## config.mk

```make
export PLATFORM = sky130hd
export DESIGN_NAME = mmio_hub
export DESIGN_NICKNAME = d
export VERILOG_FILES = /design/src/rtl/mmio_hub_pkg.sv /design/src/rtl/seg7_decoder.sv /design/src/rtl/mmio_hub.sv
export SDC_FILE = /design/constraint.sdc
export NUM_CORES = 1
export LEC_CHECK = 0
export ABC_AREA = 1
export BUFFER_PORTS_ARGS = -buffer_cell sky130_fd_sc_hd__buf_2
export CAP_MARGIN = 15
export CORE_AREA = 2 2 209 211
export DETAILED_ROUTE_END_ITERATION = 7
export DIE_AREA = 0 0 211 213
export SETUP_SLACK_MARGIN = 0.4
export SLEW_MARGIN = 10
export SYNTH_ARGS = -nofsm -noshare
export SYNTH_HDL_FRONTEND = slang
export SYNTH_HIERARCHICAL = 1
export SYNTH_SLANG_ARGS = --single-unit
```

## constraint.sdc

```tcl
create_clock -name clk -period 3.9 [get_ports clk]
set_input_delay 0.78 -clock clk [delete_from_list [all_inputs] [get_ports clk]]
set_output_delay 0.78 -clock clk [all_outputs]
set_load 0.005 [all_outputs]
```

## src/rtl/mmio_hub_pkg.sv

```systemverilog
// Shared constants for the memory-mapped peripheral hub: register offsets,
// timer control bit positions and the size of the register window.
package mmio_hub_pkg;

    // The hub decodes a 64-byte window; the low address bits select a register.
    localparam int WINDOW_BYTES  = 64;
    localparam int WIN_ADDR_BITS = $clog2(WINDOW_BYTES);

    // Byte offsets of the registers inside the window (word aligned).
    localparam logic [WIN_ADDR_BITS-1:0] OFF_HEX   = 6'h00;
    localparam logic [WIN_ADDR_BITS-1:0] OFF_LEDR  = 6'h04;
    localparam logic [WIN_ADDR_BITS-1:0] OFF_KEY   = 6'h10;
    localparam logic [WIN_ADDR_BITS-1:0] OFF_SW    = 6'h14;
    localparam logic [WIN_ADDR_BITS-1:0] OFF_KCAP  = 6'h18;
    localparam logic [WIN_ADDR_BITS-1:0] OFF_KMASK = 6'h1C;
    localparam logic [WIN_ADDR_BITS-1:0] OFF_TCNT  = 6'h20;
    localparam logic [WIN_ADDR_BITS-1:0] OFF_TLIM  = 6'h24;
    localparam logic [WIN_ADDR_BITS-1:0] OFF_TCTL  = 6'h28;

    // Bit positions inside the timer control register.
    localparam int TCTL_EN  = 0;
    localparam int TCTL_IE  = 1;
    localparam int TCTL_RDY = 2;

endpackage

```

## src/rtl/seg7_decoder.sv

```systemverilog
// Hex nibble to 7-segment glyph, active-low, segment order {g,f,e,d,c,b,a}.
module seg7_decoder (
    input  logic [3:0] digit,
    output logic [6:0] segments
);

    // Pure lookup of the glyph for digits 0-F.
    always_comb begin
        segments = 7'b1111111;
        case (digit)
            4'h0: segments = 7'b1000000;
            4'h1: segments = 7'b1111001;
            4'h2: segments = 7'b0100100;
            4'h3: segments = 7'b0110000;
            4'h4: segments = 7'b0011001;
            4'h5: segments = 7'b0010010;
            4'h6: segments = 7'b0000010;
            4'h7: segments = 7'b1111000;
            4'h8: segments = 7'b0000000;
            4'h9: segments = 7'b0010000;
            4'hA: segments = 7'b0001000;
            4'hB: segments = 7'b0000011;
            4'hC: segments = 7'b1000110;
            4'hD: segments = 7'b0100001;
            4'hE: segments = 7'b0000110;
            4'hF: segments = 7'b0001110;
            default: segments = 7'b1111111;
        endcase
    end

endmodule

```

## src/rtl/mmio_hub.sv

```systemverilog
// Memory-mapped hub for keys, switches, LEDs, 7-segment digits and an
// interval timer, with sticky key-press capture and a level interrupt.
//
// Bus handshake: req is a one-cycle strobe (qualified by we for writes) that
// is only honoured when hit is high. Every honoured request produces exactly
// one ack pulse in the following cycle, with rdata valid during that pulse
// (rdata is 0 otherwise and for writes). There is no back-pressure, so a new
// request may be issued every cycle.
module mmio_hub
    import mmio_hub_pkg::*;
#(
    parameter int               DBITS      = 32,
    parameter logic [DBITS-1:0] BASE_ADDR  = 32'hF0000000,
    parameter int               KEY_BITS   = 4,
    parameter int               SW_BITS    = 10,
    parameter int               LEDR_BITS  = 10,
    parameter int               HEX_DIGITS = 4,
    parameter int               TIMER_BITS = 32
) (
    input  logic                    clk,
    input  logic                    reset,
    input  logic                    req,
    input  logic                    we,
    input  logic [DBITS-1:0]        addr,
    input  logic [DBITS-1:0]        wdata,
    output logic                    hit,
    output logic                    ack,
    output logic [DBITS-1:0]        rdata,
    input  logic [KEY_BITS-1:0]     KEY,
    input  logic [SW_BITS-1:0]      SW,
    output logic [LEDR_BITS-1:0]    LEDR,
    output logic [7*HEX_DIGITS-1:0] HEX,
    output logic                    irq
);

    localparam int HEX_BITS = 4 * HEX_DIGITS;

    logic [WIN_ADDR_BITS-1:0] offset;
    logic                     access;
    logic                     wrEn;
    logic                     unusedAddrBits;

    logic [KEY_BITS-1:0]   keySync1, keySync2, keyPrev, keyRise;
    logic [SW_BITS-1:0]    swSync1, swSync2;
    logic [HEX_BITS-1:0]   hexReg;
    logic [LEDR_BITS-1:0]  ledrReg;
    logic [KEY_BITS-1:0]   kcap, kmask;
    logic [TIMER_BITS-1:0] tcnt, tlim, tcntInc;
    logic                  tEn, tIe, tRdy;
    logic                  tWrap;
    logic [DBITS-1:0]      readData;

    // Byte lanes inside a word are not distinguished.
    assign offset         = {addr[WIN_ADDR_BITS-1:2], 2'b00};
    assign unusedAddrBits = ^addr[1:0];

    assign hit    = (addr[DBITS-1:WIN_ADDR_BITS] == BASE_ADDR[DBITS-1:WIN_ADDR_BITS]);
    assign access = req & hit;
    assign wrEn   = access & we;

    assign keyRise = keySync2 & ~keyPrev;
    assign tcntInc = tcnt + TIMER_BITS'(1);
    assign tWrap   = tEn & (tcnt == tlim);

    assign LEDR = ledrReg;
    assign irq  = (|(kcap & kmask)) | (tRdy & tIe);

    // Two-flop synchronisers; keys are inverted on entry so 1 means pressed
    // and the all-zero reset state reads as "nothing pressed".
    always_ff @(posedge clk) begin
        if (!reset) begin
            keySync1 <= '0;
            keySync2 <= '0;
            keyPrev  <= '0;
            swSync1  <= '0;
            swSync2  <= '0;
        end else begin
            keySync1 <= ~KEY;
            keySync2 <= keySync1;
            keyPrev  <= keySync2;
            swSync1  <= SW;
            swSync2  <= swSync1;
        end
    end

    // Plain read/write registers: digits, LEDs and the key interrupt mask.
    always_ff @(posedge clk) begin
        if (!reset) begin
            hexReg  <= '0;
            ledrReg <= '0;
            kmask   <= '0;
        end else if (wrEn) begin
            if (offset == OFF_HEX)   hexReg  <= wdata[HEX_BITS-1:0];
            if (offset == OFF_LEDR)  ledrReg <= wdata[LEDR_BITS-1:0];
            if (offset == OFF_KMASK) kmask   <= wdata[KEY_BITS-1:0];
        end
    end

    // Sticky press capture; a new press edge beats a same-cycle clear.
    always_ff @(posedge clk) begin
        if (!reset) begin
            kcap <= '0;
        end else if (wrEn && offset == OFF_KCAP) begin
            kcap <= (kcap & ~wdata[KEY_BITS-1:0]) | keyRise;
        end else begin
            kcap <= kcap | keyRise;
        end
    end

    // Interval timer: count up to the limit, wrap to 0 and flag RDY.
    // A bus write to the count replaces that cycle's increment.
    always_ff @(posedge clk) begin
        if (!reset) begin
            tcnt <= '0;
            tlim <= '1;
            tEn  <= 1'b0;
            tIe  <= 1'b0;
            tRdy <= 1'b0;
        end else begin
            if (wrEn && offset == OFF_TCNT) begin
                tcnt <= wdata[TIMER_BITS-1:0];
            end else if (tEn) begin
                tcnt <= tWrap ? '0 : tcntInc;
            end
            if (wrEn && offset == OFF_TLIM) begin
                tlim <= wdata[TIMER_BITS-1:0];
            end
            if (wrEn && offset == OFF_TCTL) begin
                tEn  <= wdata[TCTL_EN];
                tIe  <= wdata[TCTL_IE];
                tRdy <= (tRdy & ~wdata[TCTL_RDY]) | tWrap;
            end else begin
                tRdy <= tRdy | tWrap;
            end
        end
    end

    // Read multiplexer; unmapped offsets and unused high bits read as 0.
    always_comb begin
        readData = '0;
        case (offset)
            OFF_HEX:   readData[HEX_BITS-1:0]   = hexReg;
            OFF_LEDR:  readData[LEDR_BITS-1:0]  = ledrReg;
            OFF_KEY:   readData[KEY_BITS-1:0]   = keySync2;
            OFF_SW:    readData[SW_BITS-1:0]    = swSync2;
            OFF_KCAP:  readData[KEY_BITS-1:0]   = kcap;
            OFF_KMASK: readData[KEY_BITS-1:0]   = kmask;
            OFF_TCNT:  readData[TIMER_BITS-1:0] = tcnt;
            OFF_TLIM:  readData[TIMER_BITS-1:0] = tlim;
            OFF_TCTL:  readData[2:0]            = {tRdy, tIe, tEn};
            default:   readData = '0;
        endcase
    end

    // Registered response: one ack per honoured request, reset drops it.
    always_ff @(posedge clk) begin
        if (!reset) begin
            ack   <= 1'b0;
            rdata <= '0;
        end else begin
            ack   <= access;
            rdata <= (access && !we) ? readData : '0;
        end
    end

    // One glyph decoder per digit.
    for (genvar i = 0; i < HEX_DIGITS; i++) begin : g_digit
        seg7_decoder u_dec (
            .digit    (hexReg[4*i +: 4]),
            .segments (HEX[7*i +: 7])
        );
    end

endmodule
```

# Word level (Yosys, flattened, before mapping)
# Memory sizes are Yosys's and may differ from the RTL's. A register that Yosys moved wholly into a read port is not among the register bits.
# Index checks and enable logic that the tools add are counted.
# word_totals
register_bits,166
romBits,448
wordCells,79
n_memories,4
# classes
addsub,1
n_eq_ne,10
n_mux,18
bitwise,17
reduce_logical,13
# mem_list
memory,words,width,rd,rd_ports_with_merged_regs,write_ports,line_no,source
(no name shown),16,7,1,1,0,seg7_decoder.sv:10,case (digit)
(no name shown),16,7,1,1,0,seg7_decoder.sv:10,
(no name shown),16,7,1,1,0,seg7_decoder.sv:10,
(no name shown),16,7,1,1,0,seg7_decoder.sv:10,
# ops
operator,n
$mux W32,3
$mux W4,9
$add A32 B1 Y32 const B,1
$eq A32 B32 Y1,1
$pmux W16 S2,1
$pmux W6 S5,1
$pmux W3 S9,1
$eq A26 B26 Y1 const B,1
$pmux W6 S3,1
$eq A4 B3 Y1 const B,4
$and A4 B4 Y4,3
$eq A4 B4 Y1 const B,3
$not A4 Y4,3
$or A4 B4 Y4,2
$pmux W1 S8,1
$reduce_and A2 Y1,4
$logic_not A6 Y1,1
$and A1 B1 Y1,5
$logic_and A1 B1 Y1,5
$eq A4 B1 Y1 const B,1
$reduce_or A4 Y1,1
$or A1 B1 Y1,3
$reduce_bool A2 Y1,1
$logic_not A1 Y1,1
other kinds (2),2

# Longest topological paths before layout
# Gate-level depths: netlist of the first run.
# depth
word_depth,6
depth_mapped,15
ltp_nobuf,13

# Hierarchy
# The synthesis of the first run kept the hierarchy.
# by_module_without_submodules
module,instances,cells_each,area_per_inst_um2,seq_area_each_um2
mmio_hub,1,1239,8567.0,3323.2
seg7_decoder at g_digit[0].u_dec ...,3,49,274.0,0.0
seg7_decoder at g_digit[2].u_dec,1,49,277.8,0.0

# Worst setup path before layout of the first run
# Ideal clock, no wire load.
# synth_timing
path_kind,input -> output
start,input addr[15]
end,output hit
arrival_time_ns,1.294
required_time_ns,3.120
path_slack_ns,1.826
path_stages,5
cell_sequence,nor2_1 nand4_1 nor2_1 nand2_2 inv_1
# synth_via
elab_chain_len,1
# synth_lines
item,line_no,source
start: declaration,mmio_hub.sv:24,"input logic [DBITS-1:0] addr,"
$eq A26 B26 Y1,mmio_hub.sv:57,assign hit = (addr[DBITS-1:WIN_ADDR_BITS] == BASE_ADDR[DBITS-1:WIN_ADDR_BITS]);
end: declaration,mmio_hub.sv:26,"output logic hit,"
# No other way between the ends.

==> metrics.txt, run 1 <==
worst setup margin=approximately 1.3 ns; Clock Tree Root=clkbuf_16; core outline area=42700 um^2; Final Cycle Share=66.2%; fin area=11400 um^2; sequential share of the synthesized area=34.4%; first-pass GRT wire length=46000 um; Routed Antenna Nets=0; critical path type=register to output pin; Syn Nets=1546; DIE HEIGHT=213 um; Slew Viols, Final=0; arrival time at the worst endpoint=roughly 1.8 ns; status=complete, no violations; post-layout minimum cycle time=2.58 ns; met2 Track Usage GR=21.8%; All-Layer GR Usage=13.1%; DRT Pass-1 Iters=5; pin count of the biggest net entering global routing=66; pwr/cell area=325 nW/um^2; Post-CTS Hold Buffers=0; die area=about 45000 um^2; syn avg cell area=between 6 and 7 um^2; GR peak layer=met2; worst endpoint required time=3.12 ns; die span in x=211 um; pre-CTS setup slack=0.953 ns; setup bufs post-CTS=0; DR vias/cell=4.52; final WL=29400 um; clock skew=0.00962 ns; synthesized flop and latch total=166; number of gates resized after cts=0; Sink Count=166; Setup crit end kind=output pin; antenna violations before repair=10; Longest Clk Path Bufs=2; Sw Share=24.2%; leakage power=5.37 nW; Starting Density=about 23%; Slew @ Worst Pin=1.12 ns; 1st-iter DRT viols=734; Cells after Synth=around 1400; GP Congestion=0.907; # IOs=approximately 160; num rows=76; internal power=2.80 mW; RSZ-0062 raised after global routing=no; final net count=1649; wire per inst=between 10 and 15 um; Yosys warnings=6; GR Util met3=3.10%; final hold violation count=0; Cell Count Post-Placement=about 2100; Vias=9497; max-cap violation count=0; vias in the first global route=just under 9000; layout cells sized above 1=approximately 18%; fillers=approximately 4700; TritonCTS Buffers=17; Logic pwr share=4.3%; setup_tns=0 ns; I/O Buffers=152; grt ovf=0; Clock H-tree levels=4; Seq pwr share=46.4%; startpoint types=register; Post-Syn Area=9670 um^2; Peak VDD IR=0.000207 V; worst skew pair latency=between 0.4 and 0.5 ns; crit-path max FO=7; # DRC=0; Hold WC Path Type=register to register; CTS tree=done; Area Growth Syn to Fin=17.7%; switching pwr=0.894 mW; met1 usage=16.4%; final setup vio count=0; dpl hpwl=21800 um; Clock power frac=49.2%; Non-Filler Instances=2100; placed cell area=10700 um^2; Slew HR=25.4%; fmax=0.387 GHz; Netlist cell types=47; Fin Hold WS=approximately 0.41 ns; clock transition at the registers of the reported paths=0.07 ns
-- layer usage --
layer | part of all wire (%) | wire length [um] | vias to the layer above
met2 | 47 | 13900 | 252
met4 | 2.1 | 609 | 12
met1 | 45 | 13200 | 4346
met5 | 0.27 | 79 | -
li1 | - | - | 4826
met3 | 5.6 | 1630 | 61
-- cell type report --
type	count	area (um^2)	share of cell area, %
multi-input cells	976	5090	44.7
flip-flops and latches	166	3320	29.2
repair buffers	161	841	7.39
inverters	216	811	7.12
well taps	546	683	6.00
clock buffers	18	439	3.86
clock inverters	14	185	1.63
diodes	3	7.51	0.0660
-- sequential cells by signal, summed over array words and instances (netlist names), 10 cells and up --
register  count
rdata        32
tlim         32
swSync1      10
tcnt         32
LEDR         10
swSync2      10
hexReg       16
-- synth_stat cells, drive strengths merged --
library cell | instances | area (um^2)
buf | 49 | 330
nor2 | 105 | 472
a32o | 1 | 10.0
inv | 209 | 785
xor2 | 18 | 158
clkbuf | 28 | 111
and2 | 2 | 12.5
dfxtp | 166 | 3320
nor4 | 1 | 6.26
o211ai | 28 | 235
clkinv | 7 | 26.3
nand2 | 397 | 1510
xnor2 | 12 | 105
a31oi | 10 | 62.6
a21oi | 94 | 538
nand4 | 49 | 313
a22o | 2 | 17.5
ha | 29 | 363
nand3b | 2 | 18.8
or2 | 2 | 12.5
o21ai | 76 | 433
nor3 | 5 | 35.0
o22ai | 10 | 62.6
nor3b | 1 | 7.51
a221oi | 9 | 78.8
nand3 | 123 | 638
-- through the flow --
stage	utilization, %	power [mW]
2_1_floorplan	-	1.83
3_3_place_gp	25.2	1.91
3_5_place_dp	25.2	1.92
4_1_cts	26.6	3.75
5_1_grt	26.6	3.84
6_report	26.7	3.70
-- placed cells by master, fill, tap and decap left out, types with 5 or more instances in the layout --
| master | instances |
|---|---|
| nor2_2 | 6 |
| ha_1 | 29 |
| buf_4 | 8 |
| o21ai_2 | 14 |
| o211ai_1 | 23 |
| a221oi_1 | 9 |
| o21ai_1 | 40 |
| o22ai_1 | 10 |
| a21oi_1 | 76 |
| dfxtp_1 | 166 |
| xnor2_1 | 12 |
| nand3_1 | 120 |
| inv_2 | 19 |
| clkbuf_16 | 17 |
| nor2_1 | 93 |
| nand4_1 | 48 |
| clkinv_1 | 7 |
| xor2_1 | 18 |
| buf_2 | 152 |
| a21oi_2 | 18 |
| inv_1 | 190 |
| a31oi_1 | 10 |
| o21ai_0 | 22 |
| nand2_1 | 392 |
| o211ai_2 | 5 |
-- final timing paths --
check / start / end / depth (start not counted) / slack, ns
setup reg to reg: tEn$_SDFFE_PN0P_ / tcnt[29]$_SDFFE_PN0P_ / 11 / 1.49
hold / removal: keySync1[2]$_SDFF_PN0_ / keySync2[2]$_SDFF_PN0_ / 2 / 0.41
setup / recovery: hexReg[5]$_SDFFE_PN0P_ / HEX[10] / 6 / 1.32
hold reg to reg: keySync1[2]$_SDFF_PN0_ / keySync2[2]$_SDFF_PN0_ / 2 / 0.41
-- kinds of logic (layout without fill, tap and decap cells) --
group                      count (synthesis)  count (layout)  synth area share (%)
buffers and inverters                    293             409                  13.0
other                                      0               3                     0
AOI/OAI and AO/OA                        230             230                  14.9
adders and majority gates                 29              29                  3.75
xor gates and xnor gates                  30              30                  2.72
DFF                                      166             166                  34.4
and+or+nand+nor                          687             687                  31.3
-- power by group through the flow --
stage	Combinational, mW	Sequential [mW]	Clock [mW]
2_1_floorplan	0.0803	1.75	0
3_3_place_gp	0.159	1.76	0
3_5_place_dp	0.162	1.76	0
4_1_cts	0.163	1.72	1.87
5_1_grt	0.179	1.72	1.94
6_report	0.160	1.72	1.82
-- worst max-delay path, stage by stage (launching register included) --
cell and delay (ns):
dfxtp_1 0.52, inv_1 0.17, ha_1 0.33, nand2_1 0.06, nand3_1 0.10, nand2_1 0.06, buf_2 0.12
Power figures use the tool's default switching activity.
==> inputs of run 2 (changes only) <==
- ABC_AREA: 1 -> 0
- CORE_AREA: 2 2 209 211 -> 2 2 194 196
- DIE_AREA: 0 0 211 213 -> 0 0 196 198
- clock period: 3.9 -> 2.46 ns (I/O delays scaled with it)
==> run 2 against run 1 <==
Via count down 18%; sequential power increased by 58%; highest routed layer unchanged; sequential cell count unchanged; largest power group unchanged; clock skew up 0.0033 ns.
==> metrics.txt, run 2 <==
commonest cells in the netlist=166 x dfxtp_1, 154 x nand2_1, 63 x a22oi_1; # IOs=155; top flop regs=rdata x32, tcnt x32, tlim x32; I/O Buffers=152; Synth Area in XOR/XNOR=6.50%; CP cell instances=inv_6, ha_4, and2b_2, or3b_1, o21ai_1, buf_2; leakage power=approximately 4.3 nW; Fin Hold WS=0.199 ns; num rows=71; Synth Area in Compound Gates=15.9%; Post-CTS Hold Buffers=0; pre-CTS setup slack=-0.0772 ns; Vias=~7800; Post-Syn Area=8350 um^2; final net count=1255; mux cell area share after synthesis=~4.8%; synthesized flop and latch total=approximately 170; RSZ-0062 raised after global routing=yes; max-cap violation count=0; final setup vio count=0; CP bufs+invs=2; Slew Viols, Final=0; worst skew pair latency=0.44 ns; layout cells sized above 1=30.7%; Crit-path slowest cell=dfxtp_4; fin area=11100 um^2; fmax=0.438 GHz; Cells after Synth=between 900 and 1000; top cells by area, synth=dfxtp_1 40%, nand2_1 6.9%, a22oi_1 5.7%; die area=38800 um^2; Clock Tree Root=clkbuf_16; commonest register cell after synthesis=dfxtp_1; crit-path max FO=4; pin count of the biggest net entering global routing=70; fillers=3919; arrival time at the worst endpoint=1.79 ns; most frequent cells in the layout=154 x nand2_1, 151 x buf_2, 143 x dfxtp_1; Sink Count=166; post-layout minimum cycle time=2.28 ns; wire per inst=about 17 um; startpoint types=register; Setup crit end kind=output pin; number of flops mapped to enable cells by yosys=0; CTS tree=done; placed cell area=slightly below 10000 um^2; critical path type=register to output pin; final hold violation count=0; top-count cell post-synth=dfxtp_1; clock skew=0.0130 ns; Slew HR=55.4%; Pwr Total=5.74 mW; CP top delay family=simple AND/OR/NAND/NOR gates; Clock H-tree levels=4; die span in x=196 um; fraction of registers with async set/reset=0%; Slew @ Worst Pin=0.668 ns; DR vias/cell=4.77; Yosys warnings=6; GP Congestion=around 0.85; first-pass GRT wire length=42700 um; antenna violations before repair=5; Routed Antenna Nets=0; grt ovf=0; Synth Area in Simple Gates=between 20% and 30%; sequential share of the synthesized area=39.8%; Hold WC Path Type=primary input to register; DIE HEIGHT=198 um; Netlist cell types=56; worst setup margin=0.177 ns; DRT Pass-1 Iters=5; Final Cycle Share=92.8%; Yosys top cell area share=around 40%; All-Layer GR Usage=14.0%; Starting Density=between 20% and 30%; final WL=27600 um; largest family of logic cells by synthesized area=simple AND/OR/NAND/NOR gates; 1st-iter DRT viols=564; Syn Nets=1089; status=complete, no violations; TritonCTS Buffers=17; core outline area=roughly 37000 um^2; vias in the first global route=7614; area leader, netlist=dfxtp_1; Longest Clk Path Bufs=2; pwr/cell area=519 nW/um^2; Peak VDD IR=0.000372 V; Area Growth Syn to Fin=32.6%; clock transition at the registers of the reported paths=0.07 ns; commonest non-fill, non-tap cell in the layout=nand2_1; max incr delay on CP=between 0.3 and 0.4 ns; adder-cell share of the synthesized area=roughly 4.3%; worst endpoint required time=1.97 ns; dpl hpwl=19400 um; # DRC=0; setup_tns=0 ns; syn avg cell area=8.54 um^2
## run 2: cell families (layout without fill, tap and decap cells)
| kind of cell | Yosys count | after routing |
|---|---|---|
| flops | 166 | 166 |
| compound gates | 195 | 195 |
| buf+inv | 104 | 283 |
| mux | 33 | 33 |
| fa+ha+maj | 29 | 29 |
| xor+xnor | 62 | 62 |
| other cells | 0 | 3 |
| simple gates | 389 | 389 |
## run 2: routing by layer
layer / track usage, % / routed length (um) / vias to the layer above
met5: 0 / 31 / -
met4: 4.69 / 671 / 4
met3: 3.56 / 1600 / 43
met2: 23.8 / 13300 / 254
met1: 17.4 / 12000 / 3718
li1: - / - / 3782
## run 2: path summary, 6_finish.rpt
| kind | slack [ns] | cells past startpoint | from | endpoint |
|---|---|---|---|---|
| worst max-delay path | 0.18 | 6 | hexReg[13]$_SDFFE_PN0P_ | HEX[21] |
| worst min-delay path | 0.20 | 2 | KEY[0] | keySync1[0]$_SDFF_PN0_ |
| worst max register to register | 0.54 | 8 | tcnt[23]$_SDFFE_PN0P_ | tcnt[23]$_SDFFE_PN0P_ |
| worst min register to register | 0.43 | 1 | keySync1[0]$_SDFF_PN0_ | keySync2[0]$_SDFF_PN0_ |
## run 2: per-stage QoR
stage	cells	util, %
2_1_floorplan	978	-
3_3_place_gp	1566	26.3
3_5_place_dp	1566	26.3
4_1_cts	1626	29.4
5_1_grt	1633	29.9
6_report	1634	29.9
## run 2: cell type report
type | instances | area, um^2 | area share [%]
diodes | 3 | 7.51 | 0.0678
clock buffers | 17 | 425 | 3.84
clock inverters | 15 | 183 | 1.65
inverters | 20 | 105 | 0.950
multi-input cells | 708 | 4890 | 44.2
flip-flops and latches | 166 | 3370 | 30.5
well taps | 474 | 593 | 5.36
repair buffers | 231 | 1490 | 13.4
## run 2: power breakdown
group / internal, mW / total, mW / switching [mW]
combinational: 0.0957 / 0.242 / 0.147
clock: 1.54 / 2.78 / 1.24
sequential: 2.70 / 2.71 / 0.0100
total: 4.34 / 5.74 / 1.40
## run 2: timing repair
| item | CTS | global route |
|---|---|---|
| pin swaps | 13 | 15 |
| endpoints found under the hold margin | 0 | 0 |
| setup buffers | 28 | 5 |
| endpoints found under the setup margin | 42 | 89 |
| resized for setup | 95 | 42 |
